File: config.mk
export PLATFORM = sky130hd
export DESIGN_NAME = fetch_unit_flat
export DESIGN_NICKNAME = d
export VERILOG_FILES = /design/src/rtl/fetch_unit_pkg.sv /design/src/rtl/fetch_unit_if.sv /design/src/rtl/fetch_buffer.sv /design/src/rtl/fetch_unit.sv /design/src/flat_wrapper.sv
export SDC_FILE = /design/constraint.sdc
export NUM_CORES = 1
export LEC_CHECK = 0
export CAP_MARGIN = 20
export CORE_MARGIN = 2
export CORE_UTILIZATION = 30
export CTS_BUF_LIST = sky130_fd_sc_hd__clkbuf_8
export CTS_CLUSTER_DIAMETER = 50
export CTS_CLUSTER_SIZE = 24
export DETAILED_ROUTE_END_ITERATION = 8
export GPL_TIMING_DRIVEN = 0
export PLACE_DENSITY = 0.61
export SYNTH_ARGS = -nofsm -noshare
export SYNTH_HDL_FRONTEND = slang
export SYNTH_SLANG_ARGS = --single-unit
File: constraint.sdc
create_clock -name clk -period 11.1 [get_ports clk]
set_input_delay 2.22 -clock clk [delete_from_list [all_inputs] [get_ports clk]]
set_output_delay 2.22 -clock clk [all_outputs]
set_load 0.01 [all_outputs]
File: src/rtl/fetch_unit_pkg.sv
// Shared definitions for the instruction fetch unit: FSM encoding, reset vector,
// opcode field position and the buffered instruction entry layout.
package fetch_unit_pkg;

   localparam logic [31:0] RESET_PC_DEFAULT = 32'h0000_0000;

   localparam logic [1:0] ST_RESET_WAIT = 2'd0;
   localparam logic [1:0] ST_RUN        = 2'd1;
   localparam logic [1:0] ST_FLUSH      = 2'd2;

   localparam int OPCODE_MSB = 6;
   localparam int OPCODE_LSB = 0;

   typedef enum logic [6:0] {
      OP_LOAD   = 7'b0000011,
      OP_IMM    = 7'b0010011,
      OP_AUIPC  = 7'b0010111,
      OP_STORE  = 7'b0100011,
      OP_REG    = 7'b0110011,
      OP_LUI    = 7'b0110111,
      OP_BRANCH = 7'b1100011,
      OP_JALR   = 7'b1100111,
      OP_JAL    = 7'b1101111,
      OP_SYSTEM = 7'b1110011
   } opcode_t;

   typedef struct packed {
      logic [31:0] pc;
      logic [31:0] instr;
   } fetch_entry_t;

   function automatic logic [6:0] opcode_of(input logic [31:0] instr);
      return instr[OPCODE_MSB:OPCODE_LSB];
   endfunction

endpackage

File: src/rtl/fetch_unit_if.sv
// Instruction memory request/response bus between the fetch unit (master) and memory (slave).
interface fetch_unit_if;

   logic        imem_req;
   logic [31:0] imem_addr;
   logic        imem_ready;
   logic        imem_rvalid;
   logic [31:0] imem_rdata;

   modport master (
      output imem_req,
      output imem_addr,
      input  imem_ready,
      input  imem_rvalid,
      input  imem_rdata
   );

   modport slave (
      input  imem_req,
      input  imem_addr,
      output imem_ready,
      output imem_rvalid,
      output imem_rdata
   );

endinterface

File: src/rtl/fetch_buffer.sv
// Small synchronous FIFO with a flush input and an occupancy count; DEPTH must be a power of two.
module fetch_buffer #(
   parameter int WIDTH = 32,
   parameter int DEPTH = 2
) (
   input  logic                    clk,
   input  logic                    rst_n,
   input  logic                    flush,
   input  logic                    push,
   input  logic [WIDTH-1:0]        push_data,
   input  logic                    pop,
   output logic [WIDTH-1:0]        head_data,
   output logic                    empty,
   output logic [$clog2(DEPTH):0]  count
);

   localparam int AW = $clog2(DEPTH);
   localparam int CW = AW + 1;

   logic [WIDTH-1:0] mem [DEPTH];
   logic [AW-1:0]    wr_ptr;
   logic [AW-1:0]    rd_ptr;
   logic             do_push;
   logic             do_pop;

   assign empty     = (count == '0);
   assign do_pop    = pop && !empty;
   assign do_push   = push && ((count != CW'(DEPTH)) || do_pop);
   assign head_data = mem[rd_ptr];

   always_ff @(posedge clk or negedge rst_n) begin
      if (!rst_n) begin
         wr_ptr <= '0;
         rd_ptr <= '0;
         count  <= '0;
      end else if (flush) begin
         wr_ptr <= '0;
         rd_ptr <= '0;
         count  <= '0;
      end else begin
         if (do_push) wr_ptr <= wr_ptr + AW'(1);
         if (do_pop)  rd_ptr <= rd_ptr + AW'(1);
         count <= count + CW'(do_push) - CW'(do_pop);
      end
   end

   always_ff @(posedge clk) begin
      if (do_push && !flush) mem[wr_ptr] <= push_data;
   end

endmodule

File: src/rtl/fetch_unit.sv
// Credit-based instruction fetch unit: issues in-order word fetches, buffers responses
// with their pc, and discards in-flight responses after a redirect.
module fetch_unit
   import fetch_unit_pkg::*;
#(
   parameter logic [31:0] RESET_PC = RESET_PC_DEFAULT,
   parameter int          DEPTH    = 2
) (
   input  logic                clk,
   input  logic                rst_n,
   fetch_unit_if.master        imem,
   input  logic                stall,
   input  logic                redirect_valid,
   input  logic [31:0]         redirect_pc,
   output logic                if_valid,
   output logic [31:0]         if_instr,
   output logic [31:0]         if_pc,
   output logic [6:0]          if_opcode
);

   localparam int CW = $clog2(DEPTH) + 1;
   localparam int SW = CW + 1;

   logic [1:0]    state;
   logic [1:0]    state_next;
   logic [31:0]   fetch_pc;
   logic [CW-1:0] tag_count;
   logic [CW-1:0] tag_left;
   logic [CW-1:0] buf_count;
   logic [31:0]   tag_head;
   logic          tag_empty;
   logic          buf_empty;
   fetch_entry_t  buf_head;
   fetch_entry_t  buf_wdata;
   logic          redirect;
   logic          resp_taken;
   logic          buf_pop;
   logic          buf_push;
   logic          issue;
   logic [SW-1:0] in_use;

   assign redirect   = redirect_valid && (state != ST_RESET_WAIT);
   assign resp_taken = imem.imem_rvalid && !tag_empty;
   assign tag_left   = tag_count - CW'(resp_taken);
   assign buf_pop    = !buf_empty && !stall && !redirect;
   assign buf_push   = (state == ST_RUN) && resp_taken && !redirect;
   assign buf_wdata  = '{pc: tag_head, instr: imem.imem_rdata};

   // The slot freed by this cycle's pop counts as available, so a single-cycle memory sustains one fetch per clock.
   assign in_use        = SW'(tag_count) + SW'(buf_count) - SW'(buf_pop);
   assign imem.imem_req  = (state == ST_RUN) && !redirect && (in_use < SW'(DEPTH));
   assign imem.imem_addr = fetch_pc;
   assign issue          = imem.imem_req && imem.imem_ready;

   assign if_valid  = !buf_empty;
   assign if_instr  = if_valid ? buf_head.instr : '0;
   assign if_pc     = if_valid ? buf_head.pc : '0;
   assign if_opcode = opcode_of(if_instr);

   always_comb begin
      state_next = state;
      case (state)
         ST_RESET_WAIT: state_next = ST_RUN;
         ST_RUN:        if (redirect && (tag_left != '0)) state_next = ST_FLUSH;
         ST_FLUSH:      if (tag_left == '0) state_next = ST_RUN;
         default:       state_next = ST_RESET_WAIT;
      endcase
   end

   always_ff @(posedge clk or negedge rst_n) begin
      if (!rst_n) begin
         state    <= ST_RESET_WAIT;
         fetch_pc <= RESET_PC;
      end else begin
         state <= state_next;
         if (redirect) fetch_pc <= redirect_pc & 32'hFFFF_FFFC;
         else if (issue) fetch_pc <= fetch_pc + 32'd4;
      end
   end

   // Tag queue holds the pc of every request still awaiting its response, so its count is the outstanding total.
   fetch_buffer #(.WIDTH(32), .DEPTH(DEPTH)) u_tag_queue (
      .clk       (clk),
      .rst_n     (rst_n),
      .flush     (1'b0),
      .push      (issue),
      .push_data (fetch_pc),
      .pop       (resp_taken),
      .head_data (tag_head),
      .empty     (tag_empty),
      .count     (tag_count)
   );

   fetch_buffer #(.WIDTH($bits(fetch_entry_t)), .DEPTH(DEPTH)) u_instr_buffer (
      .clk       (clk),
      .rst_n     (rst_n),
      .flush     (redirect),
      .push      (buf_push),
      .push_data (buf_wdata),
      .pop       (buf_pop),
      .head_data (buf_head),
      .empty     (buf_empty),
      .count     (buf_count)
   );

endmodule

File: src/flat_wrapper.sv
// flat-port wrapper written by rule: the top's interface ports become plain ports
module fetch_unit_flat import fetch_unit_pkg::*;
#(
   parameter logic [31:0] RESET_PC = RESET_PC_DEFAULT,
   parameter int          DEPTH    = 2
)
  (clk, rst_n, stall, redirect_valid, redirect_pc, if_valid, if_instr, if_pc, if_opcode, imem_imem_req, imem_imem_addr, imem_imem_ready, imem_imem_rvalid, imem_imem_rdata);
  fetch_unit_if imem_i ();
  input  logic clk;
  input  logic rst_n;
  input  logic stall;
  input  logic redirect_valid;
  input  logic [31:0] redirect_pc;
  output logic if_valid;
  output logic [31:0] if_instr;
  output logic [31:0] if_pc;
  output logic [6:0] if_opcode;
  output wire logic [$bits(imem_i.imem_req)-1:0] imem_imem_req;
  output wire logic [$bits(imem_i.imem_addr)-1:0] imem_imem_addr;
  input wire logic [$bits(imem_i.imem_ready)-1:0] imem_imem_ready;
  input wire logic [$bits(imem_i.imem_rvalid)-1:0] imem_imem_rvalid;
  input wire logic [$bits(imem_i.imem_rdata)-1:0] imem_imem_rdata;
  assign imem_imem_req = imem_i.imem_req;
  assign imem_imem_addr = imem_i.imem_addr;
  assign imem_i.imem_ready = imem_imem_ready;
  assign imem_i.imem_rvalid = imem_imem_rvalid;
  assign imem_i.imem_rdata = imem_imem_rdata;
  fetch_unit #(.RESET_PC(RESET_PC), .DEPTH(DEPTH)) u_core (.clk(clk), .rst_n(rst_n), .imem(imem_i), .stall(stall), .redirect_valid(redirect_valid), .redirect_pc(redirect_pc), .if_valid(if_valid), .if_instr(if_instr), .if_pc(if_pc), .if_opcode(if_opcode));
endmodule
**Word-level counts from Yosys, hierarchy flattened**

Memories as Yosys holds them, arrays and structs flattened.
Index checks and enable logic that the tools add are counted.

- $lt $le $gt $ge: 1
- Reductions and logical operators: 31
- Equal/unequal tests: 6
- Mux-type cells: 16
- $add $sub $neg: 12

Operators with widths:

| operator | count |
|---|---|
| $mux W32 | 4 |
| $add A32 B3 Y32 const B | 1 |
| $logic_and A1 B1 Y1 | 15 |
| $reduce_bool A2 Y1 | 5 |
| $logic_not A2 Y1 | 4 |
| $mux W1 | 8 |
| $mux W2 | 3 |
| $ne A2 B2 Y1 const B | 3 |
| $pmux W2 S3 | 1 |
| $sub A2 B1 Y2 | 3 |
| $add A1 B1 Y1 const B | 4 |
| $add A2 B1 Y2 | 2 |
| $logic_not A1 Y1 | 4 |
| $add A2 B2 Y3 | 1 |
| $lt A3 B2 Y1 const B | 1 |
| $sub A3 B1 Y3 | 1 |
| $eq A2 B1 Y1 const B | 1 |
| $eq A2 B2 Y1 const B | 1 |
| $logic_or A1 B1 Y1 | 2 |
| $ne A2 B1 Y1 const B | 1 |
| $reduce_and A2 Y1 | 1 |

- Register bits: 42
- Input port bits: 70
- Output and inout port bits: 105
- Bits in writable memories: 192
- Memories: 2

Memories:

| memory | depth | width | read ports | clocked after memory_dff | wr ports | RTL line | text |
|---|---|---|---|---|---|---|---|
| u_core.u_instr_buffer.mem | 2 | 64 | 1 | 0 | 1 | fetch_buffer.sv:20 | `logic [WIDTH-1:0] mem [DEPTH];` |
| u_core.u_tag_queue.mem | 2 | 32 | 1 | 0 | 1 | fetch_buffer.sv:20 |  |

**Depth between registers and ports, before layout**

Gate-level depths: netlist (run 1).

- Depth in word-level cells: 11
- Depth in mapped cells: 15
- Mapped depth without buffers: 13

**By module**

A second synthesis (run 1) with hierarchy kept.

- Cell total of the unflattened synthesis: 659
- Area, all modules: 9885.7 um^2

By module, submodules not included:

| module | cells each | area each (um^2) | instances |
|---|---|---|---|
| fetch_buffer (u_core.u_instr_buffer) | 221 | 4855.9 | 1 |
| fetch_buffer (u_core.u_tag_queue) | 122 | 2544.9 | 1 |
| fetch_unit | 316 | 2484.9 | 1 |

**Worst setup path after synthesis (run 1)**

Ideal clock, no wire load.

- Path type: input -> output
- Start point: in redirect_valid
- End point: out imem_imem_req
- Cell stages on the path: 7
- Required time: 8.880 ns
- Arrival time: 3.936 ns
- Slack: 4.944 ns
- Path through: o21a_1 > nor3_1 > ha_1 > nand2b_1 > fa_1 > xnor2_1 > nor3b_1

- Cells in the longest elaborated chain, start to end: 6

Ends and longest elaborated chain:

| item | RTL line | text |
|---|---|---|
| start: declaration | flat_wrapper.sv:12 | `input logic redirect_valid;` |
| $logic_and A1 B1 Y1 (*) | fetch_unit.sv:42 | `assign redirect = redirect_valid && (state != ST_RESET_WAIT);` |
| $logic_not A1 Y1 (*) | fetch_unit.sv:45, fetch_unit.sv:51 |  |
| $logic_and A1 B1 Y1 | fetch_unit.sv:45 | `assign buf_pop = !buf_empty && !stall && !redirect;` |
| $sub A3 B1 Y3 | fetch_unit.sv:50 | `assign in_use = SW'(tag_count) + SW'(buf_count) - SW'(buf_pop);` |
| $lt A3 B2 Y1 | fetch_unit.sv:51 | `assign imem.imem_req = (state == ST_RUN) && !redirect && (in_use < SW'(DEPTH));` |
| $logic_and A1 B1 Y1 (*) | fetch_unit.sv:51 |  |
| end: declaration | flat_wrapper.sv:18 | `output wire logic [$bits(imem_i.imem_req)-1:0] imem_imem_req;` |

Mark *: on every way between the ends. The rest lies on a longest branch, timed or not.

**Worst setup path in the final report (run 1)**

Ends and elaborated chain as after synthesis.

==> out/results.tsv, run 1 <==
metric	value	unit
status	finished, final reports clean	
post-synthesis area per instance	14.7	µm²
most frequent CP cell	clkdlybuf4s50_1	
Async SR Flop Fraction	0.179	
number of setup buffers added after CTS	0	
row count	64	
Worst Path Required	8880	ps
first-pass GRT wire length	32300	µm
share of cells above drive strength 1	0.129	
final hold viol count	0	
initial drt markers	298	
Post-DRT Antenna Nets	0	
Seq/Total Area, Yosys	0.708	
num ports	175	
normalized max-slew margin	0.314	
TritonCTS Sinks	224	
Post-Route WL	21800	µm
Leak	4.14	nW
worst hold path startpoint	u_core.u_tag_queue.count[1]$_DFF_PN0_	
yosys warns	0	
Post-route DRC	0	
reg2reg setup slack	7100	ps
CP Class	in -> out	
Area Growth Syn to Fin	32.6	%
Port Buf Inserts	168	
die width	179	µm
most common cell in the netlist	edfxtp_1	
max-slew violations	0	
Tcrit/Tclk final	0.665	
gate count after technology mapping	627	
unrepaired setup endpoints after global routing	no	
Root Driver	clkbuf_8	
Synth top cells by count	edfxtp_1, nor2_1, mux2i_1, dfrtp_1, mux2_2	
Vias/cell	4.58	
reg2reg start	u_core.state[0]$_DFFE_PN0P_	
post-synth top area cell	edfxtp_1	
Cell Area, Synth	9220	µm²
detailed placement HPWL	15700	µm
CTS Buf Count	25	
Worst Skew	27.1	ps
core area	30400	µm²
clk slew on worst S/H paths	100	ps
drt wl/cell	17.4	µm
reg2reg path depth	15	
MaxCap Viol Count	0	
Worst Path Buf+Inv	2	
Post-synth EDFFs	184	
delay-heaviest family, CP	buffers and inverters	
crit-path max cell delay	550	ps
startpoint types	input port	
Endpoint, Worst Hold	u_core.u_tag_queue.count[1]$_DFF_PN0_	
DR vias	5710	
most used flip-flop cell after synthesis	edfxtp_1	
hold_buf cts	0	
TNS Setup	0	ps
CTS H-tree lvls	1	
Worst-Skew Late Latency	550	ps
dpl cells	1203	
VDD IR-drop max	95.4	µV
first-pass detailed-route iteration total	5	
Worst Hold Class	reg -> reg	
antenna violations before repair	0	
slew of the pin with the lowest slew margin	1020	ps
library cells used by synthesis	49	
Max clock buf depth	3	
Crit Path Max Fanout	7	
NumNets Final	911	
vias in the first global route	5574	
fmax	135	MHz
critical path arrival	5160	ps
initial cell density of the core	0.303	
Finished Layout Cells	1248	
gr usage total	0.133	
critical path cell sequence	clkdlybuf4s50_1, o21a_1, nor3_1, ha_1, nand2b_1, fa_1, xnor2_1, nor3b_1, clkdlybuf4s50_1	
CP max stage cell	clkdlybuf4s50_1	
Seq cells post-synth	224	
largest net degree at the start of global routing	27	
diode count	0	
largest cells by area after synthesis	edfxtp_1, dfrtp_1, mux2i_1	
gpl congestion	0.804	
PwrDens	239	nW/µm²
post_cts resized	0	
Setup crit end kind	output port	
proportion of netlist area held by the largest area contributor	0.599	
Setup Viol. Count Final	0	
Die Y	179	µm
RR Endpoint	u_core.u_tag_queue.count[1]$_DFF_PN0_	
CTS tree	yes	
Hold Path Stages	1	
minimum clock period	7380	ps
die area	32200	µm²
GR Overflow Total	0	
==> layout make-up <==
class                           count  area [µm²]
Fill cell                        2884       18200
Timing Repair Buffer              177        1900
Sequential cell                   224        6530
Multi-Input combinational cell    356        2490
Buffer                             40         208
Clock buffer                       25         344
Tap cell                          396         495
Clock inverter                     20         223
Inverter                           10        37.5
==> cells in the final DEF (no fill, tap or decap), types with 6 or more instances in the layout <==
| master | count |
|---|---|
| nand4_1 | 16 |
| xor2_1 | 19 |
| dfrtp_1 | 40 |
| clkinv_4 | 6 |
| inv_8 | 6 |
| nor2_1 | 85 |
| nand3_1 | 12 |
| mux2i_1 | 62 |
| clkbuf_8 | 25 |
| ha_1 | 6 |
| o21ai_0 | 17 |
| o21ai_1 | 6 |
| nand2_1 | 26 |
| inv_1 | 10 |
| buf_1 | 10 |
| clkbuf_1 | 15 |
| xnor2_1 | 10 |
| edfxtp_1 | 184 |
| and3_1 | 7 |
| mux2_2 | 31 |
| buf_4 | 13 |
| clkdlybuf4s50_1 | 167 |
| buf_16 | 6 |
==> routing by layer <==
metal,GRT usage,up-vias,part of all wire
met3,0.0287,41,0.066
met4,0.0481,0,0.032
li1,-,2717,-
met5,0,-,0
met1,0.167,2767,0.42
met2,0.226,185,0.49
==> worst register-to-register path, stage by stage (launching register included) <==
cell      delay [ps]
dfrtp_1          360
buf_4            160
o21a_1           200
nor3_1           280
ha_1             290
nand2b_1         160
fa_1             380
xnor2_1          230
nor3_4           450
buf_2            340
o31ai_1          250
ha_1             350
inv_1             40
ha_1             170
xnor2_1          180
xnor2_1          130
==> power breakdown <==
| part | switching [W] | leakage, nW | internal (W) |
|---|---|---|---|
| clock | 0.000336 | 0.281 | 0.000263 |
| combinational | 0.000547 | 1.71 | 0.000537 |
| sequential | 0.000139 | 2.15 | 0.00111 |
| total | 0.00102 | 4.14 | 0.00191 |
==> metrics by stage <==
step           hold WS, ps  setup WS (ps)   util  cell area, µm²  total power [W]
6_report               513           3720  0.402           12200          0.00293
5_1_grt                532           3450  0.402           12200          0.00311
4_1_cts                513           3690  0.402           12200          0.00297
3_5_place_dp           497           3700  0.383           11700          0.00237
3_3_place_gp           483           2330  0.375           11400          0.00233
2_1_floorplan          462           4940      -            9240          0.00181
==> cell families (layout without fill, tap and decap cells) <==
logic type               count (synthesis)  in the layout  synth area share
AND/OR/NAND/NOR                        174            174            0.0894
multiplexers                            93             93             0.105
buffers and inverters                   50            272            0.0266
AO/OA/AOI/OAI                           49             49            0.0331
other                                    1              4          0.000407
adder cells (fa/ha/maj)                  7              7            0.0103
flip-flops                             224            224             0.708
XOR/XNOR                                29             29            0.0275
==> how the worst max path moves through the flow <==
stage	from	to	slack [ps]	cells after the start
finish	redirect_valid	imem_imem_req	3720	9
floorplan	redirect_valid	imem_imem_req	4940	7
global placement	redirect_valid	u_core.u_instr_buffer.mem[1][6]$_DFFE_PP_	2330	5
global route	redirect_valid	imem_imem_req	3450	9
detailed placement	redirect_valid	imem_imem_req	3700	9
CTS	redirect_valid	imem_imem_req	3690	9
==> flip-flops by register name, summed over array words and instances, names as in the netlist <==
name                          count
u_core.u_instr_buffer.rd_ptr      1
u_core.u_tag_queue.count          2
u_core.u_instr_buffer.count       2
u_core.u_tag_queue.wr_ptr         1
u_core.u_tag_queue.rd_ptr         1
u_core.u_instr_buffer.wr_ptr      1
u_core.u_instr_buffer.mem       124
u_core.imem.imem_addr            30
u_core.state                      2
u_core.u_tag_queue.mem           60
(Power assumes the default switching activity.)
==> inputs of run 2 (changes only) <==
PLACE_DENSITY = 0.63   (was 0.61)
clock period = 6.5 ns   (was 11.1 ns; I/O delays follow)
==> run 2 against run 1 <==
  * Clock power grew 70%
  * Utilization shrank 0.47 points
  * Via count shrank 0.49%
  * Wire length shrank 0.43%
  * Combinational power grew 69%
  * Design area shrank 1.2%
  * Largest cell class unchanged
==> out/results.tsv, run 2 (same netlist as run 1, synthesis figures left out) <==
metric	value	unit	change
share of cells above drive strength 1	0.120		was 0.129
gpl congestion	0.849		was 0.804
Setup Viol. Count Final	0		unchanged
register area	6530	µm²	unchanged
GR Overflow Total	0		unchanged
delay-heaviest family, CP	buffers and inverters		unchanged
row count	64		unchanged
part of the power in the clock network	0.205		was 0.204
final hold viol count	0		unchanged
DR vias	5682		was 5,710
CP Class	in -> out		unchanged
max reg flops	124		unchanged
initial drt markers	349		was 298
most common cell after layout, fill and taps aside	edfxtp_1		unchanged
Worst Hold Class	reg -> reg		unchanged
diode count	0		unchanged
detailed placement HPWL	15400	µm	was 15,700 µm
Worst Skew	30.3	ps	was 27.1 ps
normalized max-slew margin	0.305		was 0.314
die width	179	µm	unchanged
largest net degree at the start of global routing	31		was 27
Sequential Power Share	0.429		was 0.425
CP max stage cell	clkdlybuf4s50_1		unchanged
num ports	175		unchanged
TritonCTS Sinks	224		unchanged
post_cts resized	0		unchanged
CTS tree	yes		unchanged
Worst Path Buf+Inv	2		unchanged
core area	30400	µm²	unchanged
Placement Cell Area	11500	µm²	was 11,700 µm²
CTS H-tree lvls	1		unchanged
PwrDens	412	nW/µm²	was 239 nW/µm²
clk slew on worst S/H paths	110	ps	was 100 ps
switching part of the total	0.345		was 0.349
critical path cell sequence	clkdlybuf4s50_1, o21a_1, nor3_1, ha_1, nand2b_1, fa_1, xnor2_1, nor3b_1, clkdlybuf4s50_1		unchanged
TNS Setup	0	ps	unchanged
register with the most flip-flops	u_core.u_instr_buffer.mem		unchanged
critical path arrival	4450	ps	was 5160 ps
Max clock buf depth	3		unchanged
die area	32200	µm²	unchanged
multi-input logic area	2490	µm²	unchanged
Crit Path Max Fanout	7		unchanged
crit-path max cell delay	610	ps	was 550 ps
Logic pwr share	0.366		was 0.370
gr usage total	0.131		was 0.133
initial cell density of the core	0.303		unchanged
Post-Route WL	21700	µm	was 21,800 µm
minimum clock period	5750	ps	
NumNets Final	904		was 911
drt wl/cell	17.5	µm	was 17.4 µm
Core Util, Final	0.397		was 0.402
Post-DRT Antenna Nets	0		unchanged
first-pass GRT wire length	31900	µm	was 32,300 µm
Port Buf Inserts	168		unchanged
Root Driver	clkbuf_8		unchanged
VDD IR-drop max	186	µV	was 95.4 µV
slew of the pin with the lowest slew margin	1030	ps	was 1020 ps
antenna violations before repair	0		unchanged
Setup crit end kind	output port		unchanged
Worst-Skew Late Latency	550	ps	about the same
fillers	2899		was 2,884
Area Growth Syn to Fin	31.0	%	was 32.6%
max-slew violations	0		unchanged
vias in the first global route	5578		was 5,574
startpoint types	input port		unchanged
most frequent CP cell	clkdlybuf4s50_1		unchanged
dpl ws	802	ps	was 3700 ps
fmax	174	MHz	
Setup WS post-layout	750	ps	was 3720 ps
CTS Buf Count	22		was 25
MaxCap Viol Count	0		unchanged
Post-route DRC	0		unchanged
first-pass detailed-route iteration total	5		unchanged
Leak	4.09	nW	was 4.14 nW
switching pwr	0.00172	W	was 0.00102 W
unrepaired setup endpoints after global routing	no		unchanged
Worst Path Required	5200	ps	was 8880 ps
most frequent cells in the layout	edfxtp_1, clkdlybuf4s50_1, nor2_1		unchanged
status	finished, final reports clean		unchanged
Die Y	179	µm	unchanged
hold_buf cts	0		unchanged
Tcrit/Tclk final	0.885		
Int Pwr	0.00326	W	was 0.00191 W
number of setup buffers added after CTS	0		unchanged
fin area	12100	µm²	was 12,200 µm²
Vias/cell	4.59		was 4.58
## run 2: cell types whose count changed in the layout (fill, tap and decap cells not counted), sizes merged
cell / before / now
clkinv: 11 / 4
buf: 35 / 31
clkinvlp: 2 / 0
bufinv: 1 / 2
inv: 16 / 19
## run 2: worst register-to-register path: cells and delay by family, from the launching register on
| family | cells | cell delay [ps] |
|---|---|---|
| adders and majority gates | 2 | 670 |
| buffers and inverters | 2 | 480 |
| AOI/OAI and AO/OA | 2 | 480 |
| and+or+nand+nor | 4 | 1640 |
| DFF | 1 | 370 |
| xor gates and xnor gates | 1 | 250 |
## run 2: path summary, 6_finish.rpt
check / startpoint / to / slack, ps / cells past startpoint
min: u_core.u_tag_queue.count[1]$_DFF_PN0_ / u_core.u_tag_queue.count[1]$_DFF_PN0_ / 530 / 1
max in group asynchronous: rst_n / u_core.imem.imem_addr[11]$_DFFE_PN0P_ / 5270 / 2
max: redirect_valid / imem_imem_req / 750 / 9
min reg2reg: u_core.u_tag_queue.count[1]$_DFF_PN0_ / u_core.u_tag_queue.count[1]$_DFF_PN0_ / 530 / 1
max reg2reg: u_core.state[0]$_DFFE_PN0P_ / u_core.u_tag_queue.mem[0][21]$_DFFE_PP_ / 2220 / 11
min in group asynchronous: rst_n / u_core.u_tag_queue.count[1]$_DFF_PN0_ / 720 / 1
## run 2: cell type report
type | instances | share of cell area
Clock buffer | 25 | 0.0285
Multi-Input combinational cell | 356 | 0.206
Clock inverter | 15 | 0.0163
Sequential cell | 224 | 0.540
Timing Repair Buffer | 173 | 0.148
Buffer | 40 | 0.0172
Inverter | 10 | 0.00311
Tap cell | 396 | 0.0410
## run 2: layer usage
metal  GRT usage  part of all wire  up-vias
met4      0.0380             0.021        0
met2       0.225              0.49      177
met3      0.0268             0.061       26
met1       0.167              0.42     2781
met5           0                 0        -
li1            -                 -     2698
## run 2: power groups by stage
| stage | Clock, W | Combinational, W | Sequential [W] |
|---|---|---|---|
| after floorplan | 0 | 0.000955 | 0.00213 |
| after global placement | 0 | 0.00180 | 0.00218 |
| after detailed placement | 0 | 0.00185 | 0.00217 |
| after CTS | 0.00105 | 0.00186 | 0.00214 |
| after global routing | 0.00110 | 0.00199 | 0.00218 |
| final | 0.00102 | 0.00182 | 0.00214 |
## run 2: stage by stage
stage / power, W / hold slack (ps) / instances
floorplan: 0.00309 / 462 / 630
global placement: 0.00398 / 482 / 1194
detailed placement: 0.00402 / 501 / 1199
CTS: 0.00505 / 518 / 1239
global route: 0.00527 / 564 / 1239
finish: 0.00498 / 526 / 1239
